--- config.mk ---
export PLATFORM = sky130hd
export DESIGN_NAME = key_sequence_encoder
export DESIGN_NICKNAME = d
export VERILOG_FILES = /design/src/rtl/key_sequence_encoder.sv
export SDC_FILE = /design/constraint.sdc
export NUM_CORES = 1
export LEC_CHECK = 0
export BUFFER_PORTS_ARGS = -buffer_cell sky130_fd_sc_hd__buf_4
export CORE_MARGIN = 2
export CORE_UTILIZATION = 50
export DETAILED_ROUTE_END_ITERATION = 8
export GPL_TIMING_DRIVEN = 0
export PLACE_DENSITY = 0.67
export SLEW_MARGIN = 40
export SYNTH_ARGS = -nofsm -noshare
export SYNTH_HDL_FRONTEND = slang
export SYNTH_SLANG_ARGS = --single-unit
--- constraint.sdc ---
create_clock -name clock -period 5 [get_ports clock]
set_clock_uncertainty 0.15 [all_clocks]
set_input_delay 0.25 -clock clock [delete_from_list [all_inputs] [get_ports clock]]
set_output_delay 0.25 -clock clock [all_outputs]
set_load 0.05 [all_outputs]
--- src/rtl/key_sequence_encoder.sv ---
// key_sequence_encoder
// Converts a 32-bit two's-complement value into the numpad key-code stream
// that enters that value into the calculator core: decimal digits MSB first,
// then F (unary minus) for negative values, then optionally A (=, push).
// Each key is held for HOLD_CYCLES clocks, followed by GAP_CYCLES idle clocks
// so the core always sees a release between keys.

module key_sequence_encoder #(
  parameter int HOLD_CYCLES = 1,
  parameter int GAP_CYCLES  = 2
) (
  input  logic        clock,
  input  logic        reset,
  input  logic        start,
  input  logic [31:0] value,
  input  logic        push_after,
  output logic [4:0]  code,
  output logic        busy,
  output logic        done
);

  typedef enum logic [2:0] {
    S_IDLE    = 3'd0,
    S_CONVERT = 3'd1,
    S_SKIP    = 3'd2,
    S_HOLD    = 3'd3,
    S_GAP     = 3'd4,
    S_DONE    = 3'd5
  } state_t;

  // Which part of the key stream is currently being sent.
  typedef enum logic [1:0] {
    K_DIGIT  = 2'd0,
    K_MINUS  = 2'd1,
    K_EQUALS = 2'd2
  } slot_t;

  localparam logic [4:0]  KEY_A     = 5'b11100;
  localparam logic [4:0]  KEY_F     = 5'b10111;
  localparam logic [15:0] HOLD_LAST = 16'(HOLD_CYCLES - 1);
  localparam logic [15:0] GAP_LAST  = 16'(GAP_CYCLES - 1);

  state_t      r_state;
  slot_t       r_slot;
  logic [31:0] r_raw;
  logic        r_neg;
  logic        r_push;
  logic [31:0] r_bin;
  logic [39:0] r_bcd;
  logic [15:0] r_cnt;
  logic [3:0]  r_idx;
  logic [4:0]  r_code;
  logic        r_busy;
  logic        r_done;

  logic [39:0] w_adj;
  logic [71:0] w_shifted;
  logic [3:0]  w_msd;
  logic [3:0]  w_msd_digit;
  logic [3:0]  w_idx_dn;
  logic [3:0]  w_digit_dn;

  // Double-dabble correction: add 3 to every BCD digit that is 5 or more.
  function automatic logic [39:0] bcd_adjust(input logic [39:0] bcd);
    logic [39:0] res;
    logic [3:0]  d;
    res = bcd;
    for (int i = 0; i < 10; i++) begin
      d = bcd[4*i +: 4];
      res[4*i +: 4] = (d >= 4'd5) ? (d + 4'd3) : d;
    end
    return res;
  endfunction

  // Numpad code of a decimal digit, identical to the core's key map.
  function automatic logic [4:0] key_of_digit(input logic [3:0] d);
    logic [4:0] k;
    case (d)
      4'd0:    k = 5'b10011;
      4'd1:    k = 5'b10000;
      4'd2:    k = 5'b10100;
      4'd3:    k = 5'b11000;
      4'd4:    k = 5'b10001;
      4'd5:    k = 5'b10101;
      4'd6:    k = 5'b11001;
      4'd7:    k = 5'b10010;
      4'd8:    k = 5'b10110;
      4'd9:    k = 5'b11010;
      default: k = 5'b00000;
    endcase
    return k;
  endfunction

  assign w_adj     = bcd_adjust(r_bcd);
  assign w_shifted = {w_adj, r_bin} << 1;
  assign w_idx_dn  = r_idx - 4'd1;

  // Priority-encode the most significant nonzero BCD digit (all-zero -> digit 0).
  always_comb begin
    w_msd       = 4'd0;
    w_msd_digit = r_bcd[3:0];
    for (int i = 1; i < 10; i++) begin
      w_msd       = (r_bcd[4*i +: 4] != 4'd0) ? 4'(i) : w_msd;
      w_msd_digit = (r_bcd[4*i +: 4] != 4'd0) ? r_bcd[4*i +: 4] : w_msd_digit;
    end
  end

  // Select the next digit toward the LSB for the following key slot.
  always_comb begin
    w_digit_dn = 4'd0;
    for (int i = 0; i < 10; i++) begin
      w_digit_dn = (w_idx_dn == 4'(i)) ? r_bcd[4*i +: 4] : w_digit_dn;
    end
  end

  // Main sequencer: latch, convert, then play keys with hold/gap timing.
  always_ff @(posedge clock or posedge reset) begin
    if (reset) begin
      r_state <= S_IDLE;
      r_slot  <= K_DIGIT;
      r_raw   <= 32'd0;
      r_neg   <= 1'b0;
      r_push  <= 1'b0;
      r_bin   <= 32'd0;
      r_bcd   <= 40'd0;
      r_cnt   <= 16'd0;
      r_idx   <= 4'd0;
      r_code  <= 5'd0;
      r_busy  <= 1'b0;
      r_done  <= 1'b0;
    end else begin
      case (r_state)
        S_IDLE: begin
          r_code <= 5'd0;
          r_done <= 1'b0;
          if (start) begin
            r_raw   <= value;
            r_neg   <= value[31];
            r_push  <= push_after;
            r_cnt   <= 16'd0;
            r_busy  <= 1'b1;
            r_state <= S_CONVERT;
          end else begin
            r_busy  <= 1'b0;
          end
        end

        // Step 0 forms the magnitude (keeps the negator off the input path);
        // steps 1..32 are the double-dabble shifts.
        S_CONVERT: begin
          if (r_cnt == 16'd0) begin
            r_bin <= r_neg ? (32'd0 - r_raw) : r_raw;
            r_bcd <= 40'd0;
          end else begin
            {r_bcd, r_bin} <= w_shifted;
          end
          if (r_cnt == 16'd32) begin
            r_cnt   <= 16'd0;
            r_state <= S_SKIP;
          end else begin
            r_cnt   <= r_cnt + 16'd1;
          end
        end

        S_SKIP: begin
          r_idx   <= w_msd;
          r_slot  <= K_DIGIT;
          r_code  <= key_of_digit(w_msd_digit);
          r_cnt   <= 16'd0;
          r_state <= S_HOLD;
        end

        S_HOLD: begin
          if (r_cnt == HOLD_LAST) begin
            r_code  <= 5'd0;
            r_cnt   <= 16'd0;
            r_state <= S_GAP;
          end else begin
            r_cnt   <= r_cnt + 16'd1;
          end
        end

        S_GAP: begin
          if (r_cnt == GAP_LAST) begin
            r_cnt <= 16'd0;
            if ((r_slot == K_DIGIT) && (r_idx != 4'd0)) begin
              r_idx   <= w_idx_dn;
              r_code  <= key_of_digit(w_digit_dn);
              r_state <= S_HOLD;
            end else if ((r_slot == K_DIGIT) && r_neg) begin
              r_slot  <= K_MINUS;
              r_code  <= KEY_F;
              r_state <= S_HOLD;
            end else if ((r_slot != K_EQUALS) && r_push) begin
              r_slot  <= K_EQUALS;
              r_code  <= KEY_A;
              r_state <= S_HOLD;
            end else begin
              r_done  <= 1'b1;
              r_busy  <= 1'b0;
              r_state <= S_DONE;
            end
          end else begin
            r_cnt <= r_cnt + 16'd1;
          end
        end

        // Start is deliberately not sampled here.
        S_DONE: begin
          r_done  <= 1'b0;
          r_code  <= 5'd0;
          r_state <= S_IDLE;
        end

        default: begin
          r_code  <= 5'd0;
          r_busy  <= 1'b0;
          r_done  <= 1'b0;
          r_state <= S_IDLE;
        end
      endcase
    end
  end

  assign code = r_code;
  assign busy = r_busy;
  assign done = r_done;

endmodule

==> flow_summary.ini, run 1 <==
[cts]
cts_root_buf = clkbuf_16
cts.sink_count = 137
cts_resized = 0
clk_latency_ns = 0.42
htree_levels = 4
clk_pin_slew_ns = 0.06
cts_buffers = 17
cts_tree = yes
clk_path_buf_depth = 2

[global_route]
grt_max_degree = 70
grt_pass1_wl_um = 38700
grt_pass1_vias = 7602
overflow = 0
grt_antenna_before_repair = 0
grt_util_all_layers = 0.260

[flow_run]
drv_cap = 0

[finish]
multi_input_area_um2 = 5170
syn_to_final_growth_pct = 17.5
drive_above_1_share = 0.118
seqCellArea_um2 = 3430
fill_cells = 1574
nets = 1207
antennaDiodeCount = 0
design_area_um2 = 10500
utilization = 0.605
final_cells = 1372

[critical_path]
cp.required_ns = 5.16
crit_top_cell = nand2_1
critPathTopFamily = compound AO/OA/AOI/OAI gates
cp.arrival_ns = 3.89
crit_chain = inv_1 -> ha_1 -> nor3b_1 -> o211ai_1 -> a31o_2 -> a2111oi_0 -> o41ai_2 -> nand2_1 -> mux2_2 -> a22oi_1 -> nand2_1
cp_max_fo = 7
start_kind = flop
r2r_setup_slack_ns = 1.28
end_kind = flop
cpPeakStageDelay_ns = 0.60
slowest_stage = nor3b_1
crit_buf_inv = 1
path_class = reg -> reg

[floorplan]
die_h_um = 138
die_x_um = 138
die_area_um2 = 19000
std_cell_rows = 48
pin_count = 43
initial_core_util = 0.515
core_um2 = 17400

[pwr]
intPower_mw = 1.94
power_frac_clock = 0.492
p_per_area_nw_per_um2 = 237
ir_drop_mv = 0.229
leakage_nw = 4.42
seq_power_share = 0.456
total_power_mw = 2.50
netSwitchingFraction = 0.223
switching_power_mw = 0.559
combPwrFrac = 0.052

[synthesis]
syn_nets = 1110
avgSynthCellArea_um2 = 8.63
synth_seq_cells = 137
yosys.area.top_type = dfrtp_1
syn_area_um2 = 8970
synth.top_cells.by_count = nand2_1, dfrtp_1, o21ai_0
synth_warnings = 0
yosys-top-cells-area = dfrtp_1, nand2_1, o21ai_0
synth_most_common_cell = nand2_1
yosysSeqAreaShare = 0.382
async_flop_share = 1.00
netlist_instances = 1039
synthFlopType = dfrtp_1
synth_top_area_share = 0.382
synth-edff-count = 0
synth_cell_types = 70

[placed_design]
place.gp.congestion = 0.935
dpl.hpwl_um = 16700
portBuffers = 42
post-place-ws_ns = 1.36
placed_cells = 1307
placed_area_um2 = 9620

[routing]
totalWireLength_um = 23500
drt-wirelength-per-cell_um = 17.1
drtPass1Iterations = 5
drc = 0
drt_iter0_drc = 595
vias = 8086
ant_nets = 0
viasPerCell = 5.89

[timing]
tns_ns = 0
tightest_slew_ns = 0.782
min_period_over_period = 0.745
whs_ns = 0.276
relSlewSlack = 0.475
setup_viol = 0
max_freq_mhz = 268
final_hold_viol_count = 0
slew_violations = 0
fin_crit_ns = 3.72
rsz0062_at_grt = no
setup_slack_ns = 1.28

[outcome]
outcome = finished clean

[worst_hold_path]
min_path_type = in -> async
-- power groups by stage --
| stage | Clock (mW) | Combinational, mW | Sequential (mW) |
|---|---|---|---|
| finish | 1.23 | 0.129 | 1.14 |
| CTS | 1.25 | 0.131 | 1.14 |
| detailed placement | 0 | 0.109 | 1.16 |
| global route | 1.30 | 0.145 | 1.14 |
| floorplan | 0 | 0.0678 | 1.16 |
| global placement | 0 | 0.103 | 1.16 |
-- what timing repair did --
action                    in CTS  in global routing
hold buffers                  35                  0
setup buffers                  0                  0
hold endpoints to repair     102                  0
-- flip-flops by register name (all words and copies together) (netlist names) --
signal / count
r_slot: 2
busy: 1
r_state: 3
r_raw: 32
code: 5
r_bcd: 40
done: 1
r_bin: 32
r_idx: 4
r_push: 1
r_cnt: 16
-- kinds of logic after synthesis --
group,count (synthesis),synth area share
buffers and inverters,106,0.0444
XOR/XNOR,51,0.0498
adder cells (fa/ha/maj),37,0.0511
multiplexers,40,0.0498
AO/OA/AOI/OAI,322,0.235
flip-flops,137,0.382
AND/OR/NAND/NOR,346,0.188
-- cell usage in the layout (no fill, tap or decap), types with 22 or more instances in the layout --
cell	instances
o31ai_1	38
dlygate4sd3_1	35
o21ai_0	105
clkbuf_1	65
nand2b_1	22
buf_4	42
xor2_1	32
o22ai_1	22
ha_1	35
dfrtp_1	137
nand2_1	144
mux2_2	37
nor2_1	59
inv_1	42
a21oi_1	51
-- cell type report --
cell class | instances | area share
multi-input cells | 796 | 0.491
flip-flops and latches | 137 | 0.325
repair buffers | 78 | 0.0658
clock buffers | 22 | 0.0440
well taps | 225 | 0.0267
plain buffers | 63 | 0.0224
inverters | 43 | 0.0160
clock inverters | 8 | 0.00914
-- per-layer routing --
layer / vias to the layer above / GRT usage / wire length [µm] / part of all wire
li1: 3944 / - / - / -
met1: 3888 / 0.368 / 11100 / 0.47
met2: 225 / 0.413 / 10900 / 0.46
met3: 29 / 0.0435 / 1180 / 0.050
met4: 0 / 0.0692 / 391 / 0.017
met5: - / 0 / 0 / 0
-- final timing paths --
path                                  startpoint               endpoint  depth (start not counted)
min in group clock         r_bin[20]$_DFFE_PP0P_  r_bin[20]$_DFFE_PP0P_                          1
max in group asynchronous                  reset  r_bcd[33]$_DFFE_PP0P_                          4
setup / recovery           r_bcd[12]$_DFFE_PP0P_    code[1]$_DFFE_PP0P_                         11
hold / removal                             reset  r_raw[10]$_DFFE_PP0P_                          3
hold reg to reg            r_bin[20]$_DFFE_PP0P_  r_bin[20]$_DFFE_PP0P_                          1
setup reg to reg           r_bcd[12]$_DFFE_PP0P_    code[1]$_DFFE_PP0P_                         11
-- tightest hold or removal path: stages --
cell and delay (ns):
dlygate4sd3_1 0.54, buf_4 0.15, inv_8 0.34
Note: power is estimated with default switching activity, not from simulation.
==> inputs of run 2 (changes only) <==
- PLACE_DENSITY: 0.67 -> 0.7
- clock period: 5 -> 3.4 ns (I/O delays scaled with it)
==> run 2 against run 1 <==
  * Final cell count increased by 0.29%
  * Maximum frequency increased by 13%
  * Final area increased by 2.3%
  * Largest power group unchanged
  * Non-clock buffer count increased by 3
  * Critical path depth decreased by 1
==> flow_summary.ini, run 2 (synthesis gave the netlist of run 1 again) <==
[global_route]
grt_max_degree = 24
grt_pass1_wl_um = 40800
grt_util_all_layers = 0.275
overflow = 0
grt_pass1_vias = 7969
grt_antenna_before_repair = 0

[critical_path]
cp.required_ns = 3.55
end_kind = flop
start_kind = flop
cp_max_fo = 10
reg2regPathDepth = 10
rr_startpoint = r_idx[0]$_DFFE_PP0P_
r2r_setup_slack_ns = 0.10
path_class = reg -> reg
r2r-end = code[0]$_DFFE_PP0P_
cp.arrival_ns = 3.45

[floorplan]
die_h_um = 138
pin_count = 43
die_x_um = 138
core_um2 = 17400
die_area_um2 = 19000
std_cell_rows = 48
initial_core_util = 0.515

[timing]
tns_ns = 0
setup_viol = 0
max_freq_mhz = 303
slew_violations = 0
tightest_slew_ns = 0.766
final_hold_viol_count = 0
fin_crit_ns = 3.30
whs_ns = 0.171
relSlewSlack = 0.489
min_period_over_period = 0.970

[cts]
cts.sink_count = 137
htree_levels = 4
cts_root_buf = clkbuf_16
cts_tree = yes
cts_buffers = 17
clk_path_buf_depth = 2
clk_pin_slew_ns = 0.06
clk_latency_ns = 0.44

[routing]
drc = 0
drt_iter0_drc = 604
totalWireLength_um = 24600
viasPerCell = 5.99
drt-wirelength-per-cell_um = 17.9
ant_nets = 0
vias = 8246
drtPass1Iterations = 5

[outcome]
outcome = finished clean

[finish]
antennaDiodeCount = 0
largest_reg_flops = 40
drive_above_1_share = 0.145
syn_to_final_growth_pct = 20.2
final_common_cell = nand2_1
fill_cells = 1533
nets = 1210
largest_register = r_bcd
final_cell_mix = nand2_1, dfrtp_1, o21ai_0
reg_top3 = r_bcd x40, r_bin x32, r_raw x32
design_area_um2 = 10800

[placed_design]
place.gp.congestion = 0.914
dpl.hpwl_um = 17300
placed_area_um2 = 9750
portBuffers = 42

[flow_run]
drv_cap = 0

[pwr]
ir_drop_mv = 0.336
p_per_area_nw_per_um2 = 342
leakage_nw = 4.51
total_power_mw = 3.68

[worst_hold_path]
min_path_type = in -> async
run 2: changes by cell type in the layout (fill, tap and decap cells not counted), moves of 4 or more:
cell,change
nor3b_2,+4
clkbuf_1,-11
buf_16,+4
nor3b_1,-6
clkbuf_2,+5
clkinvlp_4,+5
run 2: per-layer routing:
| layer | up-vias | GRT usage | routed length (µm) |
|---|---|---|---|
| met5 | - | 0 | 0 |
| met4 | 0 | 0.0822 | 483 |
| met3 | 41 | 0.0486 | 1200 |
| met2 | 253 | 0.456 | 11800 |
| met1 | 4000 | 0.369 | 11100 |
| li1 | 3952 | - | - |
run 2: worst max path at each step:
stage                     startpoint                   to  slack, ns  cells after the start
3_3_place_gp    r_idx[0]$_DFFE_PP0P_  code[1]$_DFFE_PP0P_      -0.23                     12
4_1_cts         r_bcd[4]$_DFFE_PP0P_  code[0]$_DFFE_PP0P_       0.02                     11
3_5_place_dp   r_bcd[12]$_DFFE_PP0P_  code[1]$_DFFE_PP0P_      -0.29                     11
6_report        r_idx[0]$_DFFE_PP0P_  code[0]$_DFFE_PP0P_       0.10                     10
2_1_floorplan   r_idx[0]$_DFFE_PP0P_  code[0]$_DFFE_PP0P_       0.37                     12
5_1_grt         r_idx[0]$_DFFE_PP0P_  code[0]$_DFFE_PP0P_    -0.0001                     10
run 2: layout make-up:
type | count | area, µm² | share of cell area
multi-input cells | 796 | 5290 | 0.491
clock inverters | 12 | 101 | 0.00940
repair buffers | 84 | 831 | 0.0771
plain buffers | 60 | 231 | 0.0215
flip-flops and latches | 137 | 3430 | 0.318
clock buffers | 19 | 453 | 0.0420
well taps | 225 | 282 | 0.0261
inverters | 43 | 165 | 0.0153
run 2: timing repair:
item                                   in CTS  in global routing
pin swaps                                   1                  2
cloned                                      0                  0
setup endpoints to repair                   5                 22
hold buffers                               35                  0
endpoints found under the hold margin     111                  0
gates resized for setup                    13                 16
buffers inserted                            0                  1
run 2: power breakdown:
part | switching (mW) | total (mW) | leakage, nW | internal [mW]
sequential | 0.0289 | 1.68 | 1.85 | 1.65
clock | 0.759 | 1.79 | 0.263 | 1.03
combinational | 0.0961 | 0.211 | 2.40 | 0.115
total | 0.884 | 3.68 | 4.51 | 2.80
run 2: worst max-delay path: stages (launching register included):
cell and delay [ns]:
dfrtp_2 0.44, inv_1 0.14, ha_1 0.37, clkbuf_2 0.28
nor2_1 0.07, a2111oi_1 0.50, a2111oi_2 0.11, o211a_1 0.30
maj3_1 0.35, a311oi_1 0.32, o21ai_0 0.12
run 2: stage by stage:
| stage | util | cells | setup WS [ns] |
|---|---|---|---|
| 2_1_floorplan | - | 1039 | 0.368 |
| 3_3_place_gp | 0.549 | 1306 | -0.232 |
| 3_5_place_dp | 0.560 | 1312 | -0.287 |
| 4_1_cts | 0.614 | 1375 | 0.0181 |
| 5_1_grt | 0.619 | 1376 | -0.0000964 |
| 6_report | 0.619 | 1376 | 0.102 |
